==> src/rtl/fft_frame_sequencer.sv <==
// Serial-to-parallel front end for an 8-point FFT core: fill, load, start, wait, capture, drain.
// Build with FFT_SEQ_SCALE_EN defined to store each captured result component scaled by 1/8 with rounding.
module fft_frame_sequencer #(
  parameter int DATA_W      = 16,
  parameter int FFT_LATENCY = 4,
  parameter int CNT_W       = 16
) (
  input  logic                clk,
  input  logic                rst,
  input  logic                s_valid,
  output logic                s_ready,
  input  logic [DATA_W-1:0]   s_real,
  input  logic [DATA_W-1:0]   s_imag,
  input  logic                s_last,
  output logic                fft_write,
  output logic                fft_start,
  output logic [8*DATA_W-1:0] fft_in_real,
  output logic [8*DATA_W-1:0] fft_in_imag,
  input  logic [8*DATA_W-1:0] fft_out_real,
  input  logic [8*DATA_W-1:0] fft_out_imag,
  output logic                m_valid,
  input  logic                m_ready,
  output logic [DATA_W-1:0]   m_real,
  output logic [DATA_W-1:0]   m_imag,
  output logic [2:0]          m_index,
  output logic                m_last,
  output logic                busy,
  output logic                frame_err,
  output logic [CNT_W-1:0]    frame_count
);

  typedef enum logic [2:0] {FILL, LOAD, START, WAIT, DRAIN} state_t;

  localparam logic [7:0] LAT_LAST = 8'(FFT_LATENCY - 1);

  state_t            state;
  logic [2:0]        wr_idx;
  logic [2:0]        rd_idx;
  logic [7:0]        lat_cnt;
  logic [DATA_W-1:0] in_re  [8];
  logic [DATA_W-1:0] in_im  [8];
  logic [DATA_W-1:0] res_re [8];
  logic [DATA_W-1:0] res_im [8];

  function automatic logic [DATA_W-1:0] capture_val(input logic [DATA_W-1:0] x);
`ifdef FFT_SEQ_SCALE_EN
    logic signed [DATA_W:0] e;
    e = $signed({x[DATA_W-1], x}) + $signed((DATA_W+1)'(4));
    e = e >>> 3;
    return e[DATA_W-1:0];
`else
    return x;
`endif
  endfunction

  always_ff @(posedge clk) begin
    if (rst) begin
      state       <= FILL;
      wr_idx      <= 3'd0;
      rd_idx      <= 3'd0;
      lat_cnt     <= 8'd0;
      s_ready     <= 1'b1;
      fft_write   <= 1'b0;
      fft_start   <= 1'b0;
      m_valid     <= 1'b0;
      busy        <= 1'b0;
      frame_err   <= 1'b0;
      frame_count <= '0;
      for (int i = 0; i < 8; i++) begin
        in_re[i]  <= '0;
        in_im[i]  <= '0;
        res_re[i] <= '0;
        res_im[i] <= '0;
      end
    end else begin
      fft_write <= 1'b0;
      fft_start <= 1'b0;
      case (state)
        FILL: begin
          if (s_valid && s_ready) begin
            // An early s_last drops the partial frame; the old slot contents are simply overwritten later.
            if (s_last && wr_idx != 3'd7) begin
              frame_err <= 1'b1;
              wr_idx    <= 3'd0;
            end else begin
              in_re[wr_idx] <= s_real;
              in_im[wr_idx] <= s_imag;
              if (wr_idx == 3'd7) begin
                wr_idx    <= 3'd0;
                state     <= LOAD;
                s_ready   <= 1'b0;
                fft_write <= 1'b1;
                busy      <= 1'b1;
              end else begin
                wr_idx <= wr_idx + 3'd1;
              end
            end
          end
        end
        LOAD: begin
          state     <= START;
          fft_start <= 1'b1;
        end
        START: begin
          state   <= WAIT;
          lat_cnt <= 8'd0;
        end
        WAIT: begin
          // First WAIT cycle is START+1, so count LAT-1 lands on cycle START+FFT_LATENCY.
          if (lat_cnt == LAT_LAST) begin
            for (int k = 0; k < 8; k++) begin
              res_re[k] <= capture_val(fft_out_real[k*DATA_W +: DATA_W]);
              res_im[k] <= capture_val(fft_out_imag[k*DATA_W +: DATA_W]);
            end
            state   <= DRAIN;
            m_valid <= 1'b1;
          end else begin
            lat_cnt <= lat_cnt + 8'd1;
          end
        end
        DRAIN: begin
          if (m_ready) begin
            if (rd_idx == 3'd7) begin
              rd_idx      <= 3'd0;
              frame_count <= frame_count + CNT_W'(1);
              state       <= FILL;
              m_valid     <= 1'b0;
              s_ready     <= 1'b1;
              busy        <= 1'b0;
            end else begin
              rd_idx <= rd_idx + 3'd1;
            end
          end
        end
        default: state <= FILL;
      endcase
    end
  end

  for (genvar k = 0; k < 8; k++) begin : g_pack
    assign fft_in_real[k*DATA_W +: DATA_W] = in_re[k];
    assign fft_in_imag[k*DATA_W +: DATA_W] = in_im[k];
  end

  // rd_idx only leaves 0 inside DRAIN, so the read port is quiet elsewhere.
  assign m_real  = res_re[rd_idx];
  assign m_imag  = res_im[rd_idx];
  assign m_index = rd_idx;
  assign m_last  = (rd_idx == 3'd7);

endmodule

==> config.mk <==
export PLATFORM = sky130hd
export DESIGN_NAME = fft_frame_sequencer
export DESIGN_NICKNAME = d
export VERILOG_FILES = /design/src/rtl/fft_frame_sequencer.sv
export SDC_FILE = /design/constraint.sdc
export NUM_CORES = 1
export LEC_CHECK = 0
export CAP_MARGIN = 20
export CORE_AREA = 2 2 239 241
export DETAILED_ROUTE_END_ITERATION = 8
export DIE_AREA = 0 0 241 243
export PLACE_DENSITY = 0.75
export SYNTH_ARGS = -nofsm -noshare
export SYNTH_HDL_FRONTEND = slang
export SYNTH_SLANG_ARGS = --single-unit
==> constraint.sdc <==
create_clock -name clk -period 26.8 [get_ports clk]
set_clock_uncertainty 0.05 [all_clocks]
set_input_delay 2.68 -clock clk [delete_from_list [all_inputs] [get_ports clk]]
set_output_delay 2.68 -clock clk [all_outputs]
set_load 0.01 [all_outputs]
After elaboration in Yosys (flattened, before gate mapping)

Memory sizes are Yosys's and may differ from the RTL's. A register that Yosys moved wholly into a read port is not among the register bits.
Cells that the tools add are included.

Input bits: 293
RAM bits: 512
Bits in registers: 39
Memories kept: 4
Output and inout port bits: 314
Logic and storage cells: 134

Memory list:

| name   | words | bits a word | read ports | clocked after memory_dff | write ports | line | source |
|---|---|---|---|---|---|---|---|
| in_im  | 8     | 16          | 8          | 0                        | 8           | 41   | `logic [DATA_W-1:0] in_im [8];` |
| in_re  | 8     | 16          | 8          | 0                        | 8           | 40   | `logic [DATA_W-1:0] in_re [8];` |
| res_im | 8     | 16          | 1          | 1                        | 8           | 43   | `logic [DATA_W-1:0] res_im [8];` |
| res_re | 8     | 16          | 1          | 1                        | 8           | 42   | `logic [DATA_W-1:0] res_re [8];` |

Bitwise logic cells: 18
Reduce and logical (&&, ||, !) cells: 17
Muxes and demuxes: 65
Equality and inequality tests: 15
$add $sub $neg: 4

Operator list:

| cell                    | number |
|---|---|
| $mux W16                | 18 |
| $mux W3                 | 15 |
| $reduce_or A16 Y1       | 2 |
| $mux W1                 | 26 |
| $add A16 B1 Y16 const B | 1 |
| $or A1 B1 Y1            | 16 |
| $pmux W8 S2             | 1 |
| $pmux W3 S5             | 1 |
| $ne A2 B2 Y1 const B    | 7 |
| $reduce_and A6 Y1       | 2 |
| $eq A3 B3 Y1 const B    | 3 |
| $add A8 B1 Y8 const B   | 1 |
| $eq A8 B2 Y1 const B    | 1 |
| $mux W8                 | 1 |
| $add A3 B1 Y3 const B   | 2 |
| $eq A3 B2 Y1 const B    | 2 |
| $pmux W1 S2             | 3 |
| $reduce_and A2 Y1       | 3 |
| $reduce_and A3 Y1       | 2 |
| $reduce_bool A2 Y1      | 3 |
| $reduce_and A4 Y1       | 1 |
| $reduce_or A4 Y1        | 1 |
| $eq A3 B1 Y1 const B    | 1 |
| $logic_not A3 Y1        | 1 |
| 3 further kinds         | 5 |

Logic depth before layout (Yosys ltp)

Gate-level depths: netlist of run 1.

Depth after elaboration: 9
Depth in mapped cells: 7
Mapped depth without buffers: 6

Worst setup path after synthesis of run 1

Ideal clock, no wire load.

Path type: reg-to-reg
Start: register lat_cnt[0]
End: memory res_im[0][0], enable pin
Buffers on the path: 0
Arrival time: 19308 ps
Setup slack: 6214 ps
Period minus slack after synthesis: 20586 ps
Data required time: 25523 ps
Stages on the path, launching flop included: 5
Library setup time: 1227 ps
Cell sequence: dfxtp_1 ha_1 or4b_1 or4_4 o21ai_0

RTL lines:

| item                   | line | source |
|---|---|---|
| start, declared        | 39   | `logic [7:0] lat_cnt;` |
| start signal, assigned | 118  | `lat_cnt <= lat_cnt + 8'd1;` |
| end, declared          | 43   |  |

==> run_results.csv, run 1 <==
group,metric,value,unit
global_route,grt_overflow,0,
timing,slew_viol_final,0,
placed_design,gp_congestion,0.8514,
routing,firstDrtPassIters,5,
critical_path,startpoint_type,"primary input",
yosys,ys_seq_elements,554,
clock_tree,cts_hold_buf,0,
final_layout,multiInputGateArea,6264,um2
routing,viasPerCell,5.000,
global_route,antenna_found_initial,22,
timing,finalHoldViolations,0,
die,fp.dieH,243,um
final_layout,seqCellArea,16220,um2
clock_tree,clkTransAtPathRegs,0.06,ns
status,status,"finished, final reports clean",
routing,drc,0,
timing,rsz0062_at_grt,"no",
die,die_x,241,um
die,rows,87,
die,core_area,55950,um2
routing,drt-initial-drc-count,969,
yosys,synth_area_leaders,"edfxtp_1, and2_1, mux4_2",
worst_hold_path,hp-class,"flip-flop to flip-flop",
die,io_pins,607,
clock_tree,cts.sinks,554,
power,p_leak,0.01129,uW
power,power.density,59.48,nW/um2
routing,wirelength,67.83,mm
critical_path,crit_fanout,79,
yosys,ys_types,49,
placed_design,dp_hpwl,46.39,mm
timing,min_period,6.395,ns
clock_tree,postCtsSetupBuffers,0,
critical_path,required,27.02,ns
clock_tree,clock_path_buffers,3,
placed_design,io_buffers,606,
timing,slew_headroom,30.02,%
final_layout,drive_gt1_share,14.31,%
yosys,synth.top_cell.area_share,67.65,%
die,start_util,40.62,%
yosys,syn_avg_cell_area,16.10,um2
final_layout,nets,2320,
die,dieArea,58560,um2
flow_run,cap_viol_max_count,0,
timing,setup-violations-final,0,
clock_tree,cts_htree_levels,2,
final_layout,fill_cells,4417,
clock_tree,cts-buffers-inserted,57,
global_route,grt_pass1_wl,96.55,mm
critical_path,cp_data_arrival_time,6.61,ns
timing,worst-slew-pin-transition,1.050,ns
clock_tree,cts_tree,"built",
yosys,mappedNetlistArea,22730,um2
yosys,synthCells,1412,
critical_path,crit_type,"primary input to flip-flop",
power,fin_total_pwr,1873,uW
yosys,yosys.area.top_type,"edfxtp_1",
routing,vias,14170,
timing,period_share,23.86,%
yosys,synth_common_cells,"edfxtp_1, and2_1, and2_2",
global_route,grt_max_degree,109,
routing,wl_per_cell,23.93,um
power,irDropWorstVdd,0.00005220,V
timing,clock.fmax,156.4,MHz
yosys,synthFlopType,"edfxtp_1",
clock_tree,root_buffer,"clkbuf_16",
final_layout,syn2layout_area_growth,38.53,%
global_route,grt_pass1_vias,14970,
yosys,yosysMostFrequentCell,"edfxtp_1",
timing,tns,0,ns
yosys,synth_nets,1711,
yosys,synth_edf_count,512,
clock_tree,cts_resized,0,
yosys,synth_warnings,0,
clock_tree,clock_latency,0.59,ns
global_route,grt_usage,22.57,%
yosys,synthArstFlopShare,0,%
routing,postRouteAntennaNets,0,
critical_path,critPathCaptureType,"flip-flop",
yosys,ys_seq_area_share,71.35,%
[cell type report]
type | instances | share of cell area, %
diodes | 9 | 0.07154
clock buffers | 78 | 4.813
clock inverters | 29 | 0.7273
inverters | 5 | 0.05961
multi-input cells | 775 | 19.90
flip-flops and latches | 554 | 51.53
well taps | 756 | 3.005
repair buffers | 628 | 19.90
[per-stage QoR]
stage               area, um2  utilization (%)  worst slack [ns]  hold slack (ns)  instances
floorplan               22730                -             6.214           0.4255       1412
finish                  31480            56.27             20.40           0.4384       2834
global placement        29660            53.00             19.66           0.4081       2715
global route            31470            56.24             20.14           0.4928       2827
detailed placement      29660            53.00             19.45           0.4318       2715
CTS                     31400            56.12             20.12           0.4445       2822
[sequential cells by signal, summed over array words and instances (netlist names), named ones only]
name / count
in_im: 128
busy: 1
res_im: 128
s_ready: 1
m_index: 3
fft_start: 1
m_valid: 1
frame_count: 16
in_re: 128
wr_idx: 3
state: 3
fft_write: 1
frame_err: 1
res_re: 128
lat_cnt: 8
[layout by cell type (no fill, tap or decap), drive strengths merged, types with 2 or more instances in the layout]
master,n
diode,9
or2,2
ha,6
nor3,6
xor2,8
and3,4
clkbuf,78
nand4,10
a21oi,15
nor2b,65
mux2,33
nand2b,3
dfxtp,42
nor2,29
edfxtp,512
o21ai,16
buf,23
xnor2,4
or3,8
and2,454
mux4,64
bufinv,3
clkinv,23
inv,6
clkinvlp,2
or4,2
a31oi,3
mux2i,4
clkdlybuf4s50,605
nand2,14
and4,3
nand3,7
[final timing paths]
check	from	end	slack, ns	depth (start not counted)
worst max-delay path	rst	res_im[6][5]	20.40	8
worst max register to register	lat_cnt[0]	res_im[6][5]	21.82	9
worst min-delay path	busy	busy	0.44	2
worst min register to register	busy	busy	0.44	2
[metal layers]
metal	up-vias	wire length, um	global-route usage [%]
met2	616	31910	36.53
li1	6323	-	-
met5	-	174	0
met4	26	2062	7.117
met1	7060	24050	25.52
met3	145	9633	12.12
[worst max-delay path: stages]
cell	delay (ns)
buf_4	0.37
inv_1	0.47
o21ai_4	0.23
buf_12	0.24
buf_4	0.62
buf_4	0.89
buf_4	0.62
buf_12	0.32
[power breakdown]
group / internal, uW / switching (uW)
clock network: 423 / 327
registers: 975 / 9.60
logic: 76.3 / 61.2
total: 1470 / 398
[kinds of logic (layout without fill, tap and decap cells)]
logic type                 after synthesis  in the layout  share of synthesized area [%]
and+or+nand+nor                        618            618                          17.16
DFF                                    554            554                          71.35
muxes                                  101            101                          8.154
buffers and inverters                   83            740                          1.613
AOI/OAI and AO/OA                       38             38                         0.9304
xor gates and xnor gates                12             12                         0.4624
adders and majority gates                6              6                         0.3303
other                                    0              9                              0
Note: power is estimated with default switching activity, not from simulation.
==> run 2, diff against run 1 <==
--- a/config.mk
+++ b/config.mk
@@ -6,10 +6,10 @@
 export NUM_CORES = 1
 export LEC_CHECK = 0
 export CAP_MARGIN = 20
-export CORE_AREA = 2 2 239 241
+export CORE_AREA = 2 2 238 240
 export DETAILED_ROUTE_END_ITERATION = 8
-export DIE_AREA = 0 0 241 243
-export PLACE_DENSITY = 0.75
+export DIE_AREA = 0 0 240 242
+export PLACE_DENSITY = 0.78
 export SYNTH_ARGS = -nofsm -noshare
 export SYNTH_HDL_FRONTEND = slang
 export SYNTH_SLANG_ARGS = --single-unit
==> constraint.sdc (replaced) <==
create_clock -name clk -period 5.8 [get_ports clk]
set_clock_uncertainty 0.05 [all_clocks]
set_input_delay 0.58 -clock clk [delete_from_list [all_inputs] [get_ports clk]]
set_output_delay 0.58 -clock clk [all_outputs]
set_load 0.01 [all_outputs]
==> run_results.csv, run 2 (synthesis results as in run 1) <==
group,metric,value,unit
status,status,"finished, final reports clean",
power,irDropWorstVdd,0.0002750,V
flow_run,cap_viol_max_count,0,
final_layout,mostFrequentLayoutCells,"clkdlybuf4s50_1, edfxtp_1, and2_1, and2_2, nor2b_1",
die,start_util,40.78,%
routing,drc,0,
global_route,antenna_found_initial,9,
critical_path,startpoint_type,"flip-flop",
timing,rsz0062_at_grt,"no",
routing,drt-initial-drc-count,977,
clock_tree,cts-buffers-inserted,59,
timing,slew_headroom,29.15,%
timing,tns,0,ns
routing,postRouteAntennaNets,0,
global_route,grt_busiest_layer,"met2",
placed_design,gp_congestion,0.8820,
global_route,grt_pass1_wl,96.40,mm
global_route,grt_max_degree,160,
die,io_pins,607,
power,p_leak,0.01145,uW
critical_path,cp_data_arrival_time,3.37,ns
critical_path,critPathCaptureType,"output port",
routing,wirelength,67.51,mm
critical_path,required,5.17,ns
critical_path,crit_fanout,40,
final_layout,drive_gt1_share,15.98,%
die,fp.dieH,242,um
critical_path,rrSetupSlack,2.40,ns
clock_tree,clock_path_buffers,3,
routing,viasPerCell,5.049,
routing,wl_per_cell,23.80,um
clock_tree,root_buffer,"clkbuf_16",
clock_tree,postCtsSetupBuffers,0,
routing,firstDrtPassIters,5,
timing,period_share,69.00,%
placed_design,dp_hpwl,46.50,mm
placed_design,dp_cells,2716,
global_route,grt_overflow,0,
clock_tree,clkTransAtPathRegs,0.06,ns
clock_tree,cts.sinks,554,
clock_tree,cts_tree,"built",
global_route,grt_pass1_vias,14870,
global_route,gr-usage-met3,11.90,%
timing,setup-violations-final,0,
clock_tree,clock_latency,0.60,ns
die,rows,87,
worst_hold_path,hp-start,"rst",
timing,min_period,4.002,ns
critical_path,crit_type,"flip-flop to output port",
final_layout,fin_cells,2837,
final_layout,mostFrequentLayoutCell,"clkdlybuf4s50_1",
die,dieArea,58080,um2
global_route,grt_usage,22.51,%
timing,slew_viol_final,0,
die,die_x,240,um
placed_design,io_buffers,606,
final_layout,nets,2325,
worst_hold_path,hp-class,"primary input to flip-flop",
clock_tree,cts_hold_buf,0,
global_route,met2_usage,36.03,%
critical_path,r2r-start,"wr_idx[0]",
timing,finalHoldViolations,0,
final_layout,syn2layout_area_growth,39.86,%
routing,vias,14330,
global_route,gr-usage-met1,26.26,%
timing,worst-slew-pin-transition,1.063,ns
power,power.density,284.4,nW/um2
clock_tree,cts_resized,0,
timing,clock.fmax,249.9,MHz
clock_tree,cts_htree_levels,2,
die,core_area,55730,um2
-- run 2: changes by cell type in the layout (fill, tap and decap cells not counted), moves of 5 or more --
cell / delta
clkbuf_1: -16
clkinv_2: +14
clkinv_1: -8
bufinv_16: +5
diode_2: -5
-- run 2: metal layers --
| layer | vias up | part of all wire, % |
|---|---|---|
| met3 | 118 | 14 |
| met4 | 12 | 2.5 |
| met2 | 659 | 47 |
| li1 | 6345 | - |
| met5 | - | 0.11 |
| met1 | 7191 | 37 |
-- run 2: final timing paths --
check                    to  depth (start not counted)
min          frame_count[4]                          2
min reg2reg       frame_err                          2
max              m_imag[13]                          4
max reg2reg     in_im[4][8]                          7
-- run 2: layout make-up --
cell class,instances,area (um2)
fill,4252,23950
sequential,554,16220
timing repair buffer,631,6336
multi-input combinational,775,6265
clock buffer,64,1516
tap,756,945.9
clock inverter,48,470.5
inverter,5,18.77
antenna,4,10.01
-- run 2: metrics by stage --
step | hold slack [ns] | worst slack, ns | power (uW) | utilization, % | area, um2
after floorplan | 0.4372 | -0.2614 | 4801 | - | 22760
final | 0.3511 | 1.798 | 9042 | 57.03 | 31790
after global placement | 0.4027 | 2.241 | 5256 | 53.28 | 29690
after CTS | 0.3118 | 1.675 | 9098 | 56.84 | 31680
after detailed placement | 0.4133 | 2.177 | 5267 | 53.28 | 29690
after global routing | 0.3398 | 1.582 | 9276 | 57.02 | 31780
-- run 2: worst max-delay path, stage by stage (launching register included) --
cell and delay, ns:
dfxtp_4 0.89, buf_4 0.45, mux4_2 0.56, mux2_2 0.32, clkdlybuf4s50_1 0.49
-- run 2: power by group --
part	leakage [uW]	switching, uW	internal (uW)
combinational	0.00487	289	354
clock	0.000969	1600	2250
sequential	0.00561	46.9	4500
total	0.0115	1940	7110
